--- src/rtl/l2_reduce_accumulator.sv ---
// -----------------------------------------------------------------------------
// l2_reduce_accumulator
//
// Second-level reduction stage behind the L1 adder array. Each cycle it can
// take one vector of array_size unsigned partial sums. A registered binary
// adder tree reduces the vector to one scalar. The block then accumulates
// pass_count consecutive scalars into one saturating convolution result. The
// result is presented with a one-cycle out_valid pulse.
//
// Ports
//   clk        system clock, rising edge
//   reset      asynchronous active-low reset
//   enable     global advance; when low every register holds
//   clear      synchronous abort of in-flight beats and partial accumulation
//   in_valid   in_num carries a valid L1 result this cycle
//   in_num     array_size packed unsigned lanes of data_width+1 bits, lane 0 at LSB
//   out_num    accumulated result, qualified by out_valid, held between pulses
//   out_valid  one-cycle pulse per completed accumulation
//   overflow   out_num saturated during this accumulation, qualified by out_valid
//   busy       a beat is in the tree or a partial accumulation is held
//   fsm_state  accumulator FSM state (0 IDLE, 1 ACCUM, 2 DONE) for observation
//
// Handshake: there is no back-pressure. A beat is accepted on every rising
// edge where enable=1, in_valid=1 and clear=0. The out_valid pulse is
// presented for exactly one enabled cycle. If enable drops while out_valid is
// high, out_valid stays high until the next enabled edge.
// -----------------------------------------------------------------------------
module l2_reduce_accumulator #(
  parameter int data_width = 16,
  parameter int array_size = 8,   // power of two, >= 2
  parameter int pass_count = 9,
  parameter int acc_width  = 32   // >= data_width + 1 + log2(array_size)
) (
  input  logic                                 clk,
  input  logic                                 reset,
  input  logic                                 enable,
  input  logic                                 clear,
  input  logic                                 in_valid,
  input  logic [array_size*(data_width+1)-1:0] in_num,
  output logic [acc_width-1:0]                 out_num,
  output logic                                 out_valid,
  output logic                                 overflow,
  output logic                                 busy,
  output logic [1:0]                           fsm_state
);

  localparam int lane_w = data_width + 1;
  localparam int levels = $clog2(array_size);
  localparam int sum_w  = lane_w + levels;
  localparam int cnt_w  = $clog2(pass_count + 1);

  typedef enum logic [1:0] {
    IDLE  = 2'd0,
    ACCUM = 2'd1,
    DONE  = 2'd2
  } state_t;

  // ---------------------------------------------------------------------------
  // Adder tree, heap-indexed. Node 1 is the root. Internal nodes 1..array_size-1
  // are registered. The leaves array_size..2*array_size-1 are the input lanes.
  // Node j adds children 2j and 2j+1, so every root-to-leaf path crosses exactly
  // `levels` registers. All nodes use the final width, which avoids truncation.
  // ---------------------------------------------------------------------------
  logic [sum_w-1:0]  tree_q [1:array_size-1];
  logic [sum_w-1:0]  tree_d [1:array_size-1];
  logic [sum_w-1:0]  node   [2:2*array_size-1];
  logic [levels-1:0] vld_q;

  always_comb begin
    for (int j = 2; j < array_size; j++) begin
      node[j] = tree_q[j];
    end
    for (int j = 0; j < array_size; j++) begin
      node[array_size + j] = sum_w'(in_num[j*lane_w +: lane_w]);
    end
    for (int j = 1; j < array_size; j++) begin
      tree_d[j] = node[2*j] + node[2*j + 1];
    end
  end

  always_ff @(posedge clk or negedge reset) begin
    if (!reset) begin
      for (int j = 1; j < array_size; j++) begin
        tree_q[j] <= '0;
      end
      vld_q <= '0;
    end else if (enable) begin
      for (int j = 1; j < array_size; j++) begin
        tree_q[j] <= tree_d[j];
      end
      // Valid shifts one level per cycle. The cast drops the bit leaving the root.
      vld_q <= clear ? '0 : levels'({vld_q, in_valid});
    end
  end

  // ---------------------------------------------------------------------------
  // Saturating accumulator
  // ---------------------------------------------------------------------------
  state_t               state_q;
  logic [acc_width-1:0] acc_q;
  logic [cnt_w-1:0]     count_q;
  logic                 sticky_q;

  logic                 tree_valid;
  logic [acc_width-1:0] sum_ext;
  logic [acc_width:0]   acc_sum;
  logic [acc_width-1:0] acc_next;
  logic                 sticky_next;
  logic                 last_beat;

  assign tree_valid  = vld_q[levels-1];
  assign sum_ext     = acc_width'(tree_q[1]);
  assign acc_sum     = {1'b0, acc_q} + {1'b0, sum_ext};
  assign acc_next    = acc_sum[acc_width] ? '1 : acc_sum[acc_width-1:0];
  assign sticky_next = sticky_q | acc_sum[acc_width];
  assign last_beat   = (count_q == cnt_w'(pass_count - 1));

  always_ff @(posedge clk or negedge reset) begin
    if (!reset) begin
      state_q   <= IDLE;
      acc_q     <= '0;
      count_q   <= '0;
      sticky_q  <= 1'b0;
      out_num   <= '0;
      out_valid <= 1'b0;
      overflow  <= 1'b0;
    end else if (enable) begin
      out_valid <= 1'b0;
      if (clear) begin
        // The out_valid of a DONE cycle is already on the port, so it is kept.
        state_q  <= IDLE;
        acc_q    <= '0;
        count_q  <= '0;
        sticky_q <= 1'b0;
      end else begin
        case (state_q)
          IDLE, DONE: begin
            // In DONE, a beat that arrives immediately starts the next
            // accumulation, so back-to-back groups lose no beat.
            if (tree_valid) begin
              acc_q    <= sum_ext;
              count_q  <= cnt_w'(1);
              sticky_q <= 1'b0;
              if (pass_count == 1) begin
                state_q   <= DONE;
                out_valid <= 1'b1;
                out_num   <= sum_ext;
                overflow  <= 1'b0;
              end else begin
                state_q <= ACCUM;
              end
            end else begin
              state_q  <= IDLE;
              acc_q    <= '0;
              count_q  <= '0;
              sticky_q <= 1'b0;
            end
          end
          ACCUM: begin
            if (tree_valid) begin
              acc_q    <= acc_next;
              sticky_q <= sticky_next;
              if (last_beat) begin
                state_q   <= DONE;
                count_q   <= cnt_w'(pass_count);
                out_valid <= 1'b1;
                out_num   <= acc_next;
                overflow  <= sticky_next;
              end else begin
                count_q <= count_q + cnt_w'(1);
              end
            end
          end
          default: state_q <= IDLE;
        endcase
      end
    end
  end

  assign busy      = (|vld_q) || (state_q == ACCUM);
  assign fsm_state = state_q;

endmodule

--- config.mk ---
export PLATFORM = sky130hd
export DESIGN_NAME = l2_reduce_accumulator
export DESIGN_NICKNAME = d
export VERILOG_FILES = /design/src/rtl/l2_reduce_accumulator.sv
export SDC_FILE = /design/constraint.sdc
export NUM_CORES = 1
export LEC_CHECK = 0
export CAP_MARGIN = 20
export CORE_MARGIN = 2
export CORE_UTILIZATION = 60
export CTS_CLUSTER_DIAMETER = 100
export DETAILED_ROUTE_END_ITERATION = 8
export GPL_TIMING_DRIVEN = 0
export PLACE_DENSITY = 0.82
export SYNTH_ARGS = -nofsm -noshare
export SYNTH_HDL_FRONTEND = slang
export SYNTH_SLANG_ARGS = --single-unit
--- constraint.sdc ---
create_clock -name clk -period 5.9 [get_ports clk]
set_clock_uncertainty 0.2 [all_clocks]
set_input_delay 0.885 -clock clk [delete_from_list [all_inputs] [get_ports clk]]
set_output_delay 0.885 -clock clk [all_outputs]
set_load 0.03 [all_outputs]
## Word level (Yosys, flattened, before mapping)

Cells that the tools add are included.
W data, S select, Z words.

- $add $sub $neg: 9
- Equality and inequality tests: 5
- Multiplexer cells: 23
- Bitwise logic cells: 2
- Reduce and logical (&&, ||, !) cells: 8

Operators by type and width:

| kind | count |
|---|---|
| $mux W32 | 3 |
| $add A17 B17 Y18 | 4 |
| $pmux W32 S2 | 1 |
| $add A20 B20 Y20 | 3 |
| $add A32 B20 Y33 | 1 |
| $mux W20 | 1 |
| $mux W4 | 3 |
| $mux W1 | 8 |
| $pmux W4 S2 | 1 |
| $mux W2 | 3 |
| $ne A3 B3 Y1 const B | 2 |
| $reduce_and A3 Y1 | 2 |
| $reduce_and A5 Y1 | 1 |
| $add A4 B1 Y4 const B | 1 |
| $eq A4 B4 Y1 const B | 1 |
| $pmux W2 S2 | 1 |
| $mux W3 | 1 |
| $reduce_bool A3 Y1 | 1 |
| $reduce_or A3 Y1 | 1 |
| $eq A2 B1 Y1 const B | 1 |
| $eq A2 B2 Y1 const B | 1 |
| $logic_not A2 Y1 | 1 |
| $pmux W1 S2 | 1 |
| $reduce_or A2 Y1 | 1 |
| other kinds (3) | 3 |

- Bits in registers: 216
- Input port bits: 141
- Output and inout port bits: 37
- Word-level logic and storage cells: 62

## Logic depth before layout (Yosys ltp)

Gate-level depths: netlist of run 1.

- Word-level depth: 5
- Mapped depth: 12
- Mapped depth without buffers: 10

## Least setup slack after synthesis of run 1

Ideal clock, no wire load.

- Path type: input-to-reg
- From: input in_num[102]
- To: register tree_q (netlist bit node[176])
- Library setup time: 0.125 ns
- Arrival: 3.155 ns
- Required time: 5.575 ns
- Path slack: 2.420 ns
- Stages on the path: 10
- Buffers on the path: 0
- Cell sequence: ha_1 > fa_1 > a211o_1 > a21oi_1 > o211ai_1 > a2111oi_2 > o311ai_1 > a21oi_1 > xnor2_1 > mux2_2

- Cells in the longest elaborated chain, start to end: 1

Ends and longest elaborated chain:

| element | line | RTL |
|---|---|---|
| start, declared | 39 | `input logic [array_size*(data_width+1)-1:0] in_num,` |
| $add A17 B17 Y18 | 77 | `tree_d[j] = node[2*j] + node[2*j + 1];` |
| end signal, assigned by index | 89 | `tree_q[j] <= tree_d[j];` |
| end, declared | 64 | `logic [sum_w-1:0] tree_q [1:array_size-1];` |

Every way passes these cells.
A chain may end at the register's enable or synchronous reset.

## Worst setup path in the final report of run 1

- From: register tree_q (netlist bit sum_ext[0])
- To: register out_num[15]

- Cells in the longest elaborated chain, start to end: 2

Ends and longest elaborated chain:

| element | line | RTL |
|---|---|---|
| $add A32 B20 Y33 | 113 | `assign acc_sum = {1'b0, acc_q} + {1'b0, sum_ext};` |
| $mux W32 | 114 | `assign acc_next = acc_sum[acc_width] ? '1 : acc_sum[acc_width-1:0];` |
| end signal, assigned | 147 | `out_num <= sum_ext;` |
| end signal, assigned | 167 | `out_num <= acc_next;` |
| end, declared | 40 | `output logic [acc_width-1:0] out_num,` |

Every way passes these cells.

==> results.md, run 1 <==
* Synth Register Bits at 206
* Maxcap violations at 0
* Gr usage total at 28.7%
* Final WL at 36,700 um
* Antenna violations before repair at 0
* I/O pins at 178
* VDD IR max at 0.237 mV
* Synth top area cells: dfrtp_1 35%, ha_1 12%, mux2_2 6.8%
* Final GP Congestion at 0.961
* Routed len/inst at 17.7 um
* Register area at 5150 um^2
* Port Buffer Count at 176
* Initial Util at 61.5%
* Synth Area per Inst at 9.41 um^2
* Hold Path Class: input pin to asynchronous set/reset pin
* Hold_buf cts at 0
* Die W at 160 um
* Dpl ws at 1750 ps
* Tot Pwr at 6.46 mW
* Peak Freq at 267 MHz
* Area taken by multi-input logic gates at 8990 um^2
* Vias in the first global route at 12,435
* Via count at 12,741
* Share of cells above drive strength 1 at 8.36%
* Asr flop ratio synth at 100%
* Site Rows at 56
* Most common cell in the netlist: dfrtp_1
* Final hold vios at 0
* Largest net degree at the start of global routing at 119
* Cell count along the critical path at 11
* # clock sinks at 206
* Slew @ Worst Pin at 986 ps
* Crit. End Element: flop
* CTS-repair resized insts at 0
* Clock transition at path regs at 60 ps
* Total Nets Final at 2,039
* Top cell type's share of synthesized area at 35.5%
* Worst-path maximum fanout at 10
* Setup TNS at 0 ps
* Initial DRT Pass Iterations at 5
* Largest incremental delay on the critical path at 430 ps
* Worst setup path class: flop to flop
* Hpwl dp at 28,500 um
* Die area at 25,500 um^2
* Filler Cell Count at 1,764
* Cell count after synthesis at 1,543
* CP arrival at 3930 ps
* Sequential fraction of the synthesis area at 35.5%
* Slew HR at 34.3%
* Synth cell count leaders: 206 x dfrtp_1, 145 x ha_1, 135 x a21oi_1
* ANT cells at 0
* Final min period at 3740 ps
* Critical Path, Cell by Cell: ha_1, fa_1, a211oi_1, o21ai_1, and4_1, o21bai_1, a21oi_1, clkbuf_1, nand3_1, nand2_1, o22a_1
* Clock root cell: clkbuf_16
* Pins over their slew limit at 0
* DR vias/cell at 6.13
* Main synth FF type: dfrtp_1
* Netlist Area Pre-Place at 14,500 um^2
* Area grow syn2layout at 19.9%
* Power Dens Cells at 371 nW/um^2
* Core Area at 23,600 um^2
* Top Family by Delay on Critical Path: compound AO/OA/AOI/OAI gates
* Setup ws final at 2160 ps
* WHS at 169 ps
* Status: finished, final reports clean
* Slowest cell on the critical path: fa_1
* Worst Reg-to-Reg Cells at 11
* Worst Path Required at 6090 ps
* CTS tree: yes
* Final non-filler cell total at 2,078
* Leak at 7.75 nW
* Residual DRC count at 0
* Final setup fails at 0
* Post-synth cell types at 65
* Worst-Skew Late Latency at 510 ps
* Die Y at 160 um
* Dominant cell type by area after synthesis: dfrtp_1
* Final period util at 63.4%
* Syn_nets at 1,837
* Inst Count DP at 2,039
* Initial drt markers at 848
* First-pass GRT wire length at 60,600 um
* Unrepaired setup endpoints after global routing: no
* Grt ovf at 0
* Post-CTS Repair Setup Buffers at 0
* CP Buf/Inv Count at 1
* Number of flops mapped to enable cells by yosys at 0
* H-tree levels at 1
* Syn. warnings at 0
* Critical Path Source Type: flop
* Final antenna-violating net count at 0
* Cts bufs inserted at 23
* CTS Buffer Depth at 3
## through the flow
stage	cell area, um^2	util (%)
floorplan	14500	-
global placement	16700	70.7
detailed placement	16700	70.8
CTS	17400	73.8
global route	17400	73.8
finish	17400	73.8
## flip-flops by register name (all words and copies together) (netlist names)
register   flops
node         110
acc_q         32
out_num       32
sum_ext       20
count_q        4
vld_q          3
fsm_state      2
out_valid      1
overflow       1
sticky_q       1
## per-layer routing
| layer | global-route usage, % | wire (um) | up-vias |
|---|---|---|---|
| met1 | 37.8 | 15700 | 6099 |
| met3 | 3.62 | 2110 | 101 |
| met2 | 48.3 | 17500 | 424 |
| li1 | - | - | 6117 |
| met5 | 0 | 0 | - |
| met4 | 11.2 | 1410 | 0 |
## logic make-up after synthesis
group | share of synthesized area [%]
buffers and inverters | 2.60
muxes | 6.99
AOI/OAI and AO/OA | 20.7
and+or+nand+nor | 14.1
DFF | 35.5
adders and majority gates | 13.6
xor gates and xnor gates | 6.57
## layout make-up
type,instances,share of cell area [%]
sequential,206,29.6
multi-input combinational,1240,51.6
tap,319,2.29
timing repair buffer,177,10.3
clock buffer,34,3.83
clock inverter,5,0.165
inverter,51,1.10
buffer,46,1.07
## path summary, 6_finish.rpt
kind	slack, ps	startpoint	to
min	170	reset	out_num[30]
min reg2reg	270	out_num[9]	out_num[9]
max	2160	sum_ext[0]	out_num[15]
min in group clk	270	out_num[9]	out_num[9]
max in group asynchronous	4300	reset	node[277]
max reg2reg	2160	sum_ext[0]	out_num[15]
## layout by cell type (no fill, tap or decap), types with 9 or more instances in the layout
cell type / synthesis / routed
o21a_1: 27 / 27
o21ai_1: 10 / 10
and3_1: 24 / 24
or3_1: 21 / 21
clkbuf_1: 28 / 34
o211ai_1: 13 / 13
a31oi_1: 22 / 22
inv_1: 50 / 50
xnor2_1: 78 / 78
nor3_1: 42 / 42
xor2_1: 31 / 31
o31ai_1: 13 / 13
o221ai_1: 21 / 21
nor2b_1: 9 / 9
o21bai_1: 19 / 19
a21o_1: 44 / 44
mux2_2: 88 / 88
ha_1: 145 / 145
o21ai_0: 85 / 85
nand4_1: 10 / 10
clkdlybuf4s50_1: 0 / 175
nand3_1: 36 / 36
a21oi_1: 135 / 135
clkbuf_16: 0 / 23
dfrtp_1: 206 / 206
nand2_1: 112 / 112
buf_1: 14 / 14
a211oi_1: 18 / 18
nor2_1: 118 / 118
## report_power, final
part | switching (mW) | internal [mW] | leakage [nW] | total (mW)
sequential | 0.287 | 1.74 | 2.58 | 2.03
clock | 0.562 | 0.777 | 0.346 | 1.34
combinational | 1.62 | 1.47 | 4.82 | 3.09
(Power assumes the default switching activity.)
==> run 2: changes to the inputs <==
Settings changed: CORE_UTILIZATION 60 to 52, PLACE_DENSITY 0.82 to 0.75.
Clock period 5.9 ns to 3.13 ns, I/O delays scaled along.
==> results.md, run 2 (synthesis gave the netlist of run 1 again) <==
* Pins over their slew limit at 0 (unchanged)
* Area grow syn2layout at 22.6%
* First-pass GRT wire length at 60,800 um (+0.27%)
* Final setup fails at 0 (unchanged)
* Worst-path maximum fanout at 7 (-3)
* Share of cells above drive strength 1 at 11.0% (+2.6 points)
* Peak Freq at 329 MHz (+23%)
* Status: finished, final reports clean
* Routed wl met3 at 1320 um (-37%)
* Total Nets Final at 2,044 (+0.25%)
* Core Area at 27,600 um^2 (+17%)
* Most frequent cells in the layout: 205 x dfrtp_1, 175 x clkdlybuf4s50_1, 144 x ha_1, 128 x a21oi_1, 116 x nor2_1
* Final WL at 37,600 um (+2.3%)
* Largest register FFs at 110 (unchanged)
* Vias in the first global route at 12,255 (-1.4%)
* H-tree levels at 1 (unchanged)
* Largest net degree at the start of global routing at 116 (-2.5%)
* VDD IR max at 0.495 mV (+110%)
* WL met1 at 16,700 um (+6.4%)
* Port Buffer Count at 176 (unchanged)
* Die W at 171 um (+7.2%)
* Grt ovf at 0 (unchanged)
* Worst Reg-to-Reg Cells at 11 (unchanged)
* ANT cells at 0 (unchanged)
* Antenna violations before repair at 0 (unchanged)
* Flop-to-flop setup slack at 90 ps (-2070 ps)
* CP arrival at 3240 ps (-690 ps)
* Cts bufs inserted at 23 (unchanged)
* Met2 Wirelength at 18,300 um (+4.8%)
* Initial drt markers at 850 (+0.24%)
* DR top layer: met4
* Comb pwr share at 48.5% (+0.7 points)
* Reg2reg start: sum_ext[0]
* Worst setup path class: flop to flop
* Crit. End Element: flop
* Clk pwr share at 21.0% (+0.3 points)
* Setup TNS at 0 ps (unchanged)
* CP endpoint: out_num[12]
* Final hold vios at 0 (unchanged)
* # clock sinks at 206 (unchanged)
* Slowest cell on the critical path: dfrtp_1
* Hold Path Class: flop to flop
* DR vias/cell at 5.86 (-4.5%)
* Critical Path, Cell by Cell: ha_4, fa_2, a211oi_4, o21ai_2, and4_4, o21bai_4, a21oi_1, buf_4, nand3_4, nand2_2, o22a_1
* Clock root cell: clkbuf_16
* Site Rows at 61 (+8.9%)
* Die Y at 171 um (+7.2%)
* Power Dens Cells at 702 nW/um^2 (+89%)
* Hpwl dp at 29,000 um (+2.0%)
* Largest incremental delay on the critical path at 440 ps (about the same)
* Initial Util at 52.6% (-8.9 points)
* Maxcap violations at 0 (unchanged)
* Routed len/inst at 17.5 um (-0.89%)
* Final antenna-violating net count at 0 (unchanged)
* I/O pins at 178 (unchanged)
* Switching power at 4.85 mW (+96%)
* Tot Pwr at 12.5 mW (+94%)
* Gr usage total at 25.6% (-3.1 points)
* Clock transition at path regs at 60 ps (about the same)
* Critical Path Source Type: flop
* Via count at 12,557 (-1.4%)
* Initial DRT Pass Iterations at 6 (+1)
* WHS at 276 ps (+106 ps)
* Leak at 7.81 nW (+0.85%)
* Worst-Skew Late Latency at 510 ps (about the same)
* Critical Path Start: sum_ext[0]
* FF-to-FF End: out_num[12]
* Residual DRC count at 0 (unchanged)
* Switching share of power at 38.8% (+0.50 points)
* Slew HR at 34.3% (+0.086 points)
* Most common cell after layout, fill and taps aside: dfrtp_1
* Final min period at 3040 ps (-699 ps)
* Final GP Congestion at 0.905 (-5.8%)
* Die area at 29,300 um^2 (+15%)
* CTS tree: yes
* Worst Path Required at 3330 ps (-2760 ps)
* CTS Buffer Depth at 3 (unchanged)
* Final period util at 97.2% (+34 points)
* Cell internal pwr at 7.66 mW (+92%)
* Register share of total power at 30.6% (-0.8 points)
* Unrepaired setup endpoints after global routing: yes
* Slew @ Worst Pin at 985 ps (-1.30 ps)
[run 2: cell count changes in the layout (fill, tap and decap cells not counted), sizes merged]
| cell | before | now |
|---|---|---|
| buf | 20 | 25 |
| clkbuf | 62 | 57 |
| clkinv | 5 | 7 |
| clkinvlp | 0 | 2 |
| bufinv | 0 | 1 |
| dlygate4sd3 | 0 | 1 |
| inv | 51 | 52 |
[run 2: area by class of cell]
| type | instances | area [um^2] |
|---|---|---|
| buffer | 46 | 204 |
| timing repair buffer | 182 | 1830 |
| fill | 2320 | 9820 |
| clock buffer | 30 | 642 |
| sequential | 206 | 5160 |
| inverter | 51 | 191 |
| tap | 378 | 473 |
| multi-input combinational | 1240 | 9220 |
| clock inverter | 11 | 88.8 |
[run 2: what timing repair did]
| action | 4_1_cts | 5_1_grt |
|---|---|---|
| pin swaps | 4 | 22 |
| setup endpoints to repair | 69 | 46 |
| buffers inserted | 0 | 4 |
| endpoints found under the hold margin | 114 | 0 |
| gates resized for setup | 20 | 37 |
| hold buffers | 1 | 0 |
[run 2: worst min-delay path by stage]
stage                     cells past startpoint          end  slack [ps]   startpoint
after floorplan                               0     acc_q[0]         -30        reset
after global placement                        2  out_num[13]         260  out_num[13]
after detailed placement                      2  out_num[13]         260  out_num[13]
after CTS                                     2  out_num[13]         270  out_num[13]
after global routing                          2  out_num[13]         300  out_num[13]
final                                         2   out_num[9]         280   out_num[9]
[run 2: stage by stage]
stage	setup WS (ps)	cell area [um^2]	utilization [%]	instances
after floorplan	65.6	14500	-	1543
after global placement	-7110	16800	60.7	2097
after detailed placement	-705	16800	60.8	2098
after CTS	3.27	17600	63.8	2140
after global routing	-55.2	17800	64.5	2144
final	89.1	17800	64.5	2144
[run 2: per-layer routing]
layer / track usage, % / vias up
li1: - / 6137
met1: 33.4 / 6012
met2: 45.1 / 335
met3: 2.06 / 73
met4: 8.11 / 0
met5: 0 / -
[run 2: worst max-delay path, delay by kind of cell, from the launching register on]
kind | cells | cell delay (ps)
flip-flops | 1 | 440
buffers and inverters | 1 | 220
adder cells (fa/ha/maj) | 2 | 620
AND/OR/NAND/NOR | 3 | 490
AO/OA/AOI/OAI | 5 | 940
[run 2: power by group through the flow]
| stage | registers, mW | clock network, mW | logic (mW) |
|---|---|---|---|
| floorplan | 3.62 | 0 | 4.45 |
| global placement | 3.83 | 0 | 5.62 |
| detailed placement | 3.85 | 0 | 5.77 |
| CTS | 3.81 | 2.66 | 5.86 |
| global route | 3.89 | 2.77 | 6.69 |
| finish | 3.82 | 2.62 | 6.07 |
==> run 3: changes to the inputs <==
Settings changed: CORE_UTILIZATION 52 to 57, PLACE_DENSITY 0.75 to 0.78.
Clock period 3.13 ns to 3 ns, I/O delays scaled along.
==> results.md, run 3 (synthesis gave the netlist of run 1 again) <==
* Status: finished, final reports clean
* Hold path depth at 3 (+1)
* Largest incremental delay on the critical path at 640 ps (+200 ps)
* Area grow syn2layout at 25.3%
* VDD IR max at 0.478 mV (-3.6%)
* Flop-to-flop setup slack at 40 ps (-50 ps)
* Comb pwr share at 49.2% (+0.7 points)
* Clock root cell: clkbuf_16
* I/O pins at 178 (unchanged)
* CTS Buffer Depth at 3 (unchanged)
* Share of cells above drive strength 1 at 14.3% (+3.3 points)
* Unrepaired setup endpoints after global routing: yes
* Final GP Congestion at 0.901 (-0.38%)
* Vias in the first global route at 12,550 (+2.4%)
* Final core utilization at 72.5% (+8.0 points)
* Crit. End Element: output port
* Initial Util at 57.9% (+5.3 points)
* Port Buffer Count at 176 (unchanged)
* Critical Path, Cell by Cell: inv_2, nor2_2, or4_1, clkdlybuf4s50_1
* Gr usage total at 28.7% (+3.1 points)
* Die W at 164 um (-4.4%)
* Switching share of power at 38.4% (-0.32 points)
* Register share of total power at 29.9% (-0.7 points)
* Final min period at 2990 ps
* Slew @ Worst Pin at 975 ps (-9.71 ps)
* Slowest cell on the critical path: clkdlybuf4s50_1
* Final non-filler cell total at 2,123 (-0.98%)
* # clock sinks at 206 (unchanged)
* HP Start: in_num[68]
* CP arrival at 2340 ps (-900 ps)
* Setup TNS at 0 ps (unchanged)
* Pins over their slew limit at 0 (unchanged)
* Leak at 8.03 nW (+2.8%)
* Inst Count DP at 2,050 (-2.3%)
* Routed len/inst at 18.4 um (+4.9%)
* DR vias/cell at 6.08 (+3.7%)
* Maxcap violations at 0 (unchanged)
* Clk pwr share at 20.9% (about the same)
* Worst setup path class: flop to output port
* Worst Path Required at 2350 ps (-980 ps)
* Most common cell after layout, fill and taps aside: dfrtp_1
* Grt ovf at 0 (unchanged)
* Cell internal pwr at 8.24 mW (+7.5%)
* Clock transition at path regs at 60 ps (about the same)
* Antenna violations before repair at 0 (unchanged)
* CP Buf/Inv Count at 2 (+1)
* Final WL at 39,000 um (+3.9%)
* Largest net degree at the start of global routing at 105 (-9.5%)
* Initial DRT Pass Iterations at 5 (-1)
* First-pass GRT wire length at 61,900 um (+1.8%)
* Die Y at 164 um (-4.4%)
* Core Area at 25,100 um^2 (-9.1%)
* ANT cells at 0 (unchanged)
* Peak Freq at 335 MHz
* Die area at 26,800 um^2 (-8.6%)
* Hold Path Class: input pin to flop
* FF-to-FF End: node[277]
* H-tree levels at 1 (unchanged)
* Via count at 12,900 (+2.7%)
* Hpwl dp at 29,100 um (+0.11%)
* Final setup fails at 0 (unchanged)
* Hold worst-path end: node[180]
* Total Nets Final at 2,072 (+1.4%)
* Residual DRC count at 0 (unchanged)
* Largest register FFs at 110 (unchanged)
* Site Rows at 58 (-4.9%)
* Most frequent cells in the layout: 204 x dfrtp_1, 165 x clkdlybuf4s50_1, 131 x ha_1, 122 x a21oi_1, 116 x nor2_1
* Slew HR at 35.0% (+0.65 points)
* Final hold vios at 0 (unchanged)
* Critical Path Source Type: flop
* Worst-Skew Late Latency at 530 ps (+20 ps)
* CTS tree: yes
* Worst Reg-to-Reg Cells at 9 (-2)
* Filler Cell Count at 1,928 (-17%)
* Top Family by Delay on Critical Path: buffers and inverters
* Initial drt markers at 853 (+0.35%)
* Reg2reg start: node[201]
* Worst-path maximum fanout at 6 (-1)
* Cts bufs inserted at 23 (unchanged)
* Power Dens Cells at 735 nW/um^2 (+4.7%)
* Final antenna-violating net count at 0 (unchanged)
* Switching power at 5.14 mW (+6.1%)
* Final period util at 99.6%
## run 3: cell count changes in the layout (fill, tap and decap cells not counted), sizes merged
cell           change
clkdlybuf4s50     -10
clkbuf             +3
clkinv             -3
buf               +29
clkinvlp           -2
dlymetal6s2s       +8
clkdlybuf4s15      +2
## run 3: final cells by class
type	count	area, um^2	share of cell area (%)
multi-input cells	1240	9420	51.7
plain buffers	45	200	1.10
repair buffers	211	2080	11.4
flip-flops and latches	206	5160	28.3
clock inverters	6	58.8	0.323
well taps	330	413	2.27
clock buffers	34	687	3.77
inverters	51	191	1.05
## run 3: per-stage QoR
stage	power [mW]	setup slack, ps	area [um^2]	hold WS [ps]
floorplan	8.42	0.152	14500	-45.6
global placement	9.82	-7180	16700	256
detailed placement	10.0	-782	16700	259
CTS	13.0	0.906	17800	248
global route	14.3	-54.9	18200	165
finish	13.4	10.9	18200	150
## run 3: worst max-delay path by stage
stage          cells past startpoint  slack, ps         start           to
2_1_floorplan                     10        0.2    in_num[68]    node[196]
3_3_place_gp                       1      -7180         reset    node[232]
3_5_place_dp                      11       -780    sum_ext[0]  out_num[12]
4_1_cts                            4        0.9  fsm_state[0]         busy
5_1_grt                           11        -50   sum_ext[17]    acc_q[16]
6_report                           4         10  fsm_state[0]         busy
## run 3: worst reg2reg max path, delay by kind of cell (launching register included)
family / cells / cell delay (ps)
AOI/OAI and AO/OA: 6 / 1600
DFF: 1 / 440
adders and majority gates: 1 / 260
xor gates and xnor gates: 1 / 160
and+or+nand+nor: 1 / 110
## run 3: metal layers
layer  GRT usage (%)  wire length [um]  share of wire, %
met5               0                 0                 0
met4            11.0              1410               3.6
met3            3.83              1990               5.1
met2            49.0             19300                49
met1            36.9             16400                42
## run 3: power by group through the flow
stage	Sequential (mW)	Combinational, mW	Clock, mW
floorplan	3.77	4.65	0
global placement	3.99	5.83	0
detailed placement	4.02	5.99	0
CTS	3.97	6.19	2.83
global route	4.07	7.24	2.95
finish	4.01	6.58	2.80
## run 3: timing repair
action	CTS	global route
setup buffers	18	19
hold endpoints to repair	102	0
setup endpoints to repair	81	74
pin swaps	23	55
gates resized for setup	40	74
hold buffers	1	0
